$ cat src/rtl/pcs_pkg.sv
// Shared 1000BASE-X PCS definitions: code-group octets and transmit sequencer states.
package pcs_pkg;

  localparam logic [7:0] K28_5   = 8'hBC;
  localparam logic [7:0] K27_7_S = 8'hFB;
  localparam logic [7:0] K29_7_T = 8'hFD;
  localparam logic [7:0] K23_7_R = 8'hF7;
  localparam logic [7:0] K30_7_V = 8'hFE;
  localparam logic [7:0] D5_6    = 8'hC5;
  localparam logic [7:0] D16_2   = 8'h50;

  // Each state names the code-group currently presented to the encoder.
  typedef enum logic [2:0] {
    ST_IDLE_K = 3'd0,
    ST_IDLE_D = 3'd1,
    ST_SOP    = 3'd2,
    ST_DATA   = 3'd3,
    ST_EPD_T  = 3'd4,
    ST_EPD_R1 = 3'd5,
    ST_EPD_R2 = 3'd6
  } tx_os_state_e;

  // Second octet of the IDLE ordered set chosen from the running disparity.
  function automatic logic [7:0] idle_d_octet(input logic rd_pos);
    return rd_pos ? D5_6 : D16_2;
  endfunction

endpackage

$ cat src/rtl/pcs_tx_ordered_set_ctrl.sv
// GMII-to-code-group transmit sequencer: IDLE, /S/, data, /V/, /T/R/(R) with
// even/odd alignment tracking and disparity-driven /I1/-/I2/ selection.
module pcs_tx_ordered_set_ctrl
  import pcs_pkg::*;
(
  input  logic       gtx_clk,
  input  logic       reset_n,
  input  logic [7:0] txd,
  input  logic       tx_en,
  input  logic       tx_er,
  input  logic       tx_rd_pos,
  output logic [7:0] tx_octet,
  output logic       tx_k,
  output logic       tx_even,
  output logic       transmitting
);

  tx_os_state_e r_state;
  logic [7:0]   r_octet;
  logic         r_k;
  logic         r_even;
  logic         r_trans;
  logic         r_pend;

  always_ff @(posedge gtx_clk) begin
    if (!reset_n) begin
      r_state <= ST_IDLE_K;
      r_octet <= K28_5;
      r_k     <= 1'b1;
      r_even  <= 1'b1;
      r_trans <= 1'b0;
      r_pend  <= 1'b0;
    end else begin
      r_even <= ~r_even;
      case (r_state)
        ST_IDLE_K: begin
          // A frame starting during the /K28.5/ is remembered so even a
          // one-cycle tx_en pulse yields /S/ at the next even slot.
          r_pend  <= tx_en;
          r_state <= ST_IDLE_D;
          r_octet <= idle_d_octet(tx_rd_pos);
          r_k     <= 1'b0;
        end
        ST_IDLE_D: begin
          r_pend <= 1'b0;
          r_k    <= 1'b1;
          if (tx_en || r_pend) begin
            r_state <= ST_SOP;
            r_octet <= K27_7_S;
            r_trans <= 1'b1;
          end else begin
            r_state <= ST_IDLE_K;
            r_octet <= K28_5;
          end
        end
        ST_SOP, ST_DATA: begin
          if (tx_en) begin
            r_state <= ST_DATA;
            r_octet <= tx_er ? K30_7_V : txd;
            r_k     <= tx_er;
          end else begin
            r_state <= ST_EPD_T;
            r_octet <= K29_7_T;
            r_k     <= 1'b1;
          end
        end
        ST_EPD_T: begin
          r_state <= ST_EPD_R1;
          r_octet <= K23_7_R;
          r_k     <= 1'b1;
        end
        ST_EPD_R1: begin
          r_k <= 1'b1;
          // A second /R/ pads an even-slot /R/ so IDLE restarts on even.
          if (r_even) begin
            r_state <= ST_EPD_R2;
            r_octet <= K23_7_R;
          end else begin
            r_state <= ST_IDLE_K;
            r_octet <= K28_5;
            r_trans <= 1'b0;
          end
        end
        default: begin
          r_state <= ST_IDLE_K;
          r_octet <= K28_5;
          r_k     <= 1'b1;
          r_trans <= 1'b0;
        end
      endcase
    end
  end

  assign tx_octet     = r_octet;
  assign tx_k         = r_k;
  assign tx_even      = r_even;
  assign transmitting = r_trans;

endmodule
$ cat config.mk
export PLATFORM = sky130hd
export DESIGN_NAME = pcs_tx_ordered_set_ctrl
export DESIGN_NICKNAME = d
export VERILOG_FILES = /design/src/rtl/pcs_pkg.sv /design/src/rtl/pcs_tx_ordered_set_ctrl.sv
export SDC_FILE = /design/constraint.sdc
export NUM_CORES = 1
export LEC_CHECK = 0
export ABC_AREA = 1
export CORE_MARGIN = 2
export CORE_UTILIZATION = 45
export CTS_BUF_LIST = sky130_fd_sc_hd__clkbuf_16
export DETAILED_ROUTE_END_ITERATION = 8
export PLACE_DENSITY = 0.87
export RECOVER_POWER = 50
export REMOVE_ABC_BUFFERS = 1
export SLEW_MARGIN = 0
export SYNTH_ARGS = -nofsm -noshare
export SYNTH_HDL_FRONTEND = slang
export SYNTH_SLANG_ARGS = --single-unit
export TNS_END_PERCENT = 10
$ cat constraint.sdc
create_clock -name gtx_clk -period 3 [get_ports gtx_clk]
set_input_delay 0.9 -clock gtx_clk [delete_from_list [all_inputs] [get_ports gtx_clk]]
set_output_delay 0.9 -clock gtx_clk [all_outputs]
set_load 0.01 [all_outputs]
# Yosys cells after proc, flatten, opt, wreduce, memory -nomap -nowiden
# Index checks and enable logic that the tools add are counted.
[totals] output_inout_bits=11 register_bits=15 word_cells=37 in_bits=13
[classes] mux=16 reduce_logical=6 eq_ne=7 bitwise=2
[ops] op="$pmux W8 S5" count=1
[ops] op="$mux W8" count=3
[ops] op="$pmux W3 S5" count=1
[ops] op="$mux W7" count=2
[ops] op="$eq A3 B2 Y1 const B" count=2
[ops] op="$eq A3 B3 Y1 const B" count=2
[ops] op="$mux W3" count=2
[ops] op="$ne A2 B2 Y1 const B" count=2
[ops] op="$pmux W1 S2" count=2
[ops] op="$reduce_or A4 Y1" count=1
[ops] op="$eq A3 B1 Y1 const B" count=1
[ops] op="$logic_not A3 Y1" count=1
[ops] op="$mux W1" count=3
[ops] op="$pmux W1 S3" count=1
[ops] op="$reduce_and A3 Y1" count=1
[ops] op="$mux W2" count=1
[ops] op="$not A1 Y1" count=2
[ops] op="$reduce_bool A2 Y1" count=1
[ops] op="$reduce_or A2 Y1" count=1
[ops] op="$logic_or A1 B1 Y1" count=1

# Logic depth before layout (Yosys ltp)
# Gate-level depths: netlist (run 1).
[logic_depth] depth_word=4 mapped_depth=8 depth_no_buf=7

# Worst setup path before layout (run 1)
# No wires, ideal clock.
[synth_timing] path_kind="input to register" startpoint="input port tx_en" endpoint="register r_octet[0], in the netlist tx_octet[0]" slack_ns=1.496 required_time_ns=2.881 cell_stages=6 n_path_buf=0 setup_time_ns=0.119 arrival_ns=1.386 path_cell_list="nor2_1 > inv_1 > nand2_4 > nand3_1 > nor2_1 > nor2_1"
[synth_via] elab_chain_cells=3 word_cells_on_any_way=4 cone_classes="mux: 3; reduce/logical: 1"
[synth_lines] element="from (decl)" line="pcs_tx_ordered_set_ctrl.sv:9" source="input logic tx_en,"
[synth_lines] element="$logic_or A1 B1 Y1" line="pcs_tx_ordered_set_ctrl.sv:47" source="if (tx_en || r_pend) begin"
[synth_lines] element="$mux W7" line="pcs_tx_ordered_set_ctrl.sv:47"
[synth_lines] element="$pmux W8 S5 (*)" line="pcs_tx_ordered_set_ctrl.sv:35" source="case (r_state)"
[synth_lines] element="to (signal assigned)" line="pcs_tx_ordered_set_ctrl.sv:41" source="r_octet <= idle_d_octet(tx_rd_pos);"
[synth_lines] element="to (signal assigned)" line="pcs_tx_ordered_set_ctrl.sv:59" source="r_octet <= tx_er ? K30_7_V : txd;"
[synth_lines] element="to (decl)" line="pcs_tx_ordered_set_ctrl.sv:19" source="logic [7:0] r_octet;"
# Mark *: on every way between the ends. The rest lies on a longest branch, timed or not.
# A chain may end at the register's enable or synchronous reset.

# Worst setup path after layout (run 1)
# Ends and elaborated chain as after synthesis.

==> impl_metrics.toml, run 1 <==
[pwr]
p_seq_frac = 0.368
power_frac_clock = 0.374
internal_power_w = 0.000489
pwr_density_cell_nw_per_um2 = 681
switchingPower_w = 0.000179
ir_worst_vdd_uv = 488
p_leak_nw = 0.446
combPwrFrac = 0.258
p_total_w = 0.000668
p_sw_frac = 0.269

[timing]
worstMarginPinSlew_ns = 0.352
fin_skew_ns = 0.000914
slew_viol_final = 0
rsz0062_at_grt = "no"
setup_viol = 0
min_period_over_period = 0.699
worst_slack_ns = 0.904
setup-tns-final_ns = 0
relSlewSlack = 0.765
fin_crit_ns = 2.10
hold_violations = 0
maxClockFrequency_mhz = 477

[worst_setup_path]
r2r_setup_slack_ns = 1.64
crit_fanout = 5
r2r-end = "tx_octet[0]$_SDFF_PN0_"
start_kind = "primary input"
reg2reg_from = "r_state[2]$_SDFF_PN0_"
endpoint_kind = "register"
required_ns = 3.13
worstSetupPathType = "in2reg"
r2r_cells = 7
worst_ep_arrival_time_ns = 2.22

[synthesis]
yosysTopAreaCell = "dfxtp_1"
synth_top_area_share = 0.452
synth_edf_count = 0
yosys.cell_types.count = 20
synth_area_sq_um = 664
synth_most_common_cell = "nand2_1"
synth_async_sr_flop_share = 0
ys_seq_area_frac = 0.452
synthTopCellsByCount = "nand2_1 (20), dfxtp_1 (15), nor2_1 (9)"
avgSynthCellArea_sq_um = 7.55
synthTopCellsByArea = "dfxtp_1 (45%), nand2_1 (11%), nand3_1 (6.0%)"
ys_warn_count = 0
synth_ff_type = "dfxtp_1"
synthCells = 88
synth_seq_cells = 15

[floorplanning]
core_sq_um = 1330
initial_core_util = 0.498
rows = 13
ios = 24
dieArea_sq_um = 1800
dieWidth_microns = 42.4
die_y_microns = 42.4

[cts]
cts.sinks = 15
cts_resized = 0
postCtsSetupRepairBufs = 0
hold_buffers = 0
cts_tree = "built"
cts_max_path_buffers = 2
cts_made_buffers = 3
clk_pin_slew_ns = 0.04
htree_levels = 1
root_buffer = "clkbuf_16"
clock_latency_ns = 0.24

[hold_path]
worstHoldEndpoint = "tx_even$_SDFF_PN1_"
hold_path_class = "reg2reg"
min_path_cells = 1
hold_path_startpoint = "tx_even$_SDFF_PN1_"

[route]
dr.first_iter.drc_count = 18
finalWirelength_mm = 1.60
routedWlPerCell_microns = 12.4
drt_pre_antenna_iters = 4
antenna_left = 0
via_count = 695
vias_per_cell = 5.39
drc_errors = 0

[global_route]
grt.total_usage = 0.203
grt-ovfl-total = 0
grt_max_degree = 9
grt_first_pass_wirelength_mm = 2.76
grt_pass1_vias = 651
grt_antenna_before_repair = 0

[placement]
place_worst_setup_slack_ns = 0.816
place_hpwl_mm = 1.20
port_buffers = 23
place.gp.congestion = 0.962
placedCellCount = 125

[final_layout]
nNetsFinal = 128
drive_gt1_frac = 0.123
final_cells = 129
syn2layout_area_growth_pct = 47.6
antenna_cells = 0
final_core_util = 0.735

[outcome]
status = "complete, no violations"

[job]
maxCapViolCount = 0
kinds of logic (layout without fill, tap and decap cells):
kind of cell | Yosys count | after routing | share of synthesized area
flip-flops | 15 | 15 | 0.452
AO/OA/AOI/OAI | 16 | 16 | 0.141
buffers and inverters | 11 | 37 | 0.0753
AND/OR/NAND/NOR | 46 | 46 | 0.331
power by group through the flow:
stage	clock (W)	combinational, W	sequential, W
after floorplan	0	0.0000802	0.000261
after global placement	0	0.000171	0.000249
after detailed placement	0	0.000173	0.000250
after CTS	0.000253	0.000176	0.000247
after global routing	0.000260	0.000190	0.000249
final	0.000250	0.000172	0.000246
cell type report:
type | count | area, sq um
clock buffers | 3 | 75.1
multi-input cells | 62 | 314
clock inverters | 1 | 3.75
repair buffers | 23 | 230
flip-flops and latches | 15 | 300
inverters | 10 | 38.8
fillers | 95 | 353
well taps | 15 | 18.8
flip-flops by register name (all words and copies together) (netlist names):
register	cells
tx_k	1
tx_octet	8
r_state	3
r_pend	1
transmitting	1
tx_even	1
through the flow:
stage	instance area, sq um	hold WS, ns
final	981	0.424
after global routing	981	0.470
after CTS	981	0.424
after detailed placement	902	0.414
after global placement	902	0.408
after floorplan	653	0.434
critical path, cell delays in order:
cell,delay (ns)
dlygate4sd3_1,0.63
nor2_1,0.23
inv_1,0.11
nand2_4,0.10
nand3_1,0.09
nor2_1,0.11
nor2_1,0.05
per-layer routing:
metal,up-vias,share of wire,routed length [microns],track usage
met1,307,0.42,671,0.239
met5,-,0,0,0
li1,341,-,-,-
met4,0,0.040,64,0.113
met2,38,0.47,755,0.326
met3,9,0.069,111,0.0603
worst max path at each step:
stage                  startpoint                      to  slack [ns]  cells past startpoint
2_1_floorplan               tx_en  tx_octet[0]$_SDFF_PN0_        1.50                      6
5_1_grt                     tx_en  tx_octet[0]$_SDFF_PN0_        0.82                      7
3_3_place_gp                tx_en  tx_octet[0]$_SDFF_PN0_        0.90                      7
4_1_cts        tx_even$_SDFF_PN1_                 tx_even        0.97                      1
3_5_place_dp                tx_en  tx_octet[0]$_SDFF_PN0_        0.82                      7
6_report                    tx_en  tx_octet[0]$_SDFF_PN0_        0.90                      7
cell usage in the layout (no fill, tap or decap), drive strengths merged:
cell type      netlist  final
nand3                8      8
nand4                2      2
nand2               25     25
clkbuf               0      3
clkdlybuf4s50        0     17
dlygate4sd3          0      6
o211ai               1      1
a21oi                5      5
dfxtp               15     15
o2111ai              1      1
nor2                11     11
o31ai                1      1
inv                  9     10
clkinv               1      1
a31oi                1      1
o21ai                7      7
No activity file was read; power rests on OpenSTA's default activity.
==> inputs of run 2 (changes only) <==
CORE_UTILIZATION = 38   (was 45)
PLACE_DENSITY = 0.79   (was 0.87)
clock period = 1.81 ns   (was 3 ns; I/O delays follow)
==> impl_metrics.toml, run 2 (synthesis gave the netlist of run 1 again) <==
[outcome]
status = "complete, no violations"

[cts]
hold_buffers = 0
root_buffer = "clkbuf_16"
postCtsSetupRepairBufs = 0
cts_made_buffers = 3
cts_max_path_buffers = 2
clock_latency_ns = 0.24
cts_tree = "built"
cts.sinks = 15
clk_pin_slew_ns = 0.04
htree_levels = 1
cts_resized = 0

[floorplanning]
ios = 24
die_y_microns = 45.8
core_sq_um = 1690
dieArea_sq_um = 2100
rows = 15
initial_core_util = 0.393
dieWidth_microns = 45.8

[final_layout]
seq_area_sq_um = 300
multi_input_area_sq_um = 310
nNetsFinal = 129
stdcell_area_sq_um = 987
syn2layout_area_growth_pct = 48.6
largest_reg_flops = 8
antenna_cells = 0
final_core_util = 0.584
drive_gt1_frac = 0.122
final_common_cell = "clkdlybuf4s50_1"
final_cell_mix = "clkdlybuf4s50_1 (21), nand2_1 (20), dfxtp_1 (15), nor2_1 (9)"
fillerInstances = 149

[global_route]
grt_first_pass_wirelength_mm = 2.38
grt.total_usage = 0.163
grt-ovfl-total = 0
grt_antenna_before_repair = 0
grt_max_degree = 9
grt_pass1_vias = 568

[timing]
worstMarginPinSlew_ns = 0.351
min_period_over_period = 0.928
rsz0062_at_grt = "no"
slew_viol_final = 0
hold_violations = 0
setup-tns-final_ns = 0
maxClockFrequency_mhz = 595
setup_viol = 0
fin_crit_ns = 1.68
relSlewSlack = 0.766
fin_skew_ns = 0.00169

[worst_setup_path]
worstSetupPathType = "reg2out"
required_ns = 1.27
cp.buffers_inverters = 1
path_delay_family = "buffers and inverters"
cp_slowest_cell = "clkdlybuf4s50_1"
path_cells = "clkdlybuf4s50_1"
endpoint_kind = "primary output"
crit_fanout = 3
critPathMaxStageDelay_ns = 0.54
start_kind = "register"
worst_ep_arrival_time_ns = 1.14

[pwr]
p_leak_nw = 0.453
ir_worst_vdd_uv = 402
p_total_w = 0.00112
pwr_density_cell_nw_per_um2 = 1130

[route]
vias_per_cell = 5.13
dr.first_iter.drc_count = 14
finalWirelength_mm = 1.54
antenna_left = 0
via_count = 677
drt_pre_antenna_iters = 4
routedWlPerCell_microns = 11.7
drc_errors = 0

[placement]
place_hpwl_mm = 1.11
port_buffers = 23
placed_area_sq_um = 912
place.gp.congestion = 0.804

[job]
maxCapViolCount = 0

[hold_path]
hold_path_class = "reg2reg"
run 2: cell count changes in the layout (fill, tap and decap cells not counted):
cell | before | now
o21ai_0 | 6 | 7
dlygate4sd3_1 | 6 | 2
clkdlybuf4s50_1 | 17 | 21
o21ai_2 | 1 | 0
buf_4 | 0 | 1
run 2: worst paths after layout:
check | startpoint | endpoint | slack [ns] | cells past startpoint
max reg2reg | r_state[2]$_SDFF_PN0_ | tx_octet[0]$_SDFF_PN0_ | 0.49 | 7
max | tx_even$_SDFF_PN1_ | tx_even | 0.13 | 1
min | tx_even$_SDFF_PN1_ | tx_even$_SDFF_PN1_ | 0.44 | 1
min reg2reg | tx_even$_SDFF_PN1_ | tx_even$_SDFF_PN1_ | 0.44 | 1
run 2: power breakdown:
| part | switching [W] | total, W | internal [W] |
|---|---|---|---|
| Sequential | 0.0000270 | 0.000409 | 0.000382 |
| Clock | 0.000128 | 0.000420 | 0.000292 |
| Combinational | 0.000144 | 0.000287 | 0.000142 |
| Total | 0.000299 | 0.00112 | 0.000816 |
run 2: per-layer routing:
| metal | vias to the layer above | track usage | wire length (microns) |
|---|---|---|---|
| met1 | 297 | 0.205 | 670 |
| met3 | 5 | 0.0397 | 139 |
| li1 | 341 | - | - |
| met5 | - | 0 | 0 |
| met4 | 0 | 0.103 | 40 |
| met2 | 34 | 0.245 | 690 |
run 2: metrics by stage:
step,hold WS [ns],instances,setup WS [ns]
after detailed placement,0.421,128,0.0752
after global placement,0.418,128,0.0683
final,0.436,132,0.130
after global routing,0.463,132,0.0929
after floorplan,0.434,87,0.663
after CTS,0.435,132,0.129
run 2: area by class of cell:
class                   instances  share of cell area
clock buffers                   3              0.0760
clock inverters                 1             0.00380
inverters                      10              0.0393
multi-input cells              62               0.314
flip-flops and latches         15               0.304
well taps                      17              0.0215
repair buffers                 24               0.241
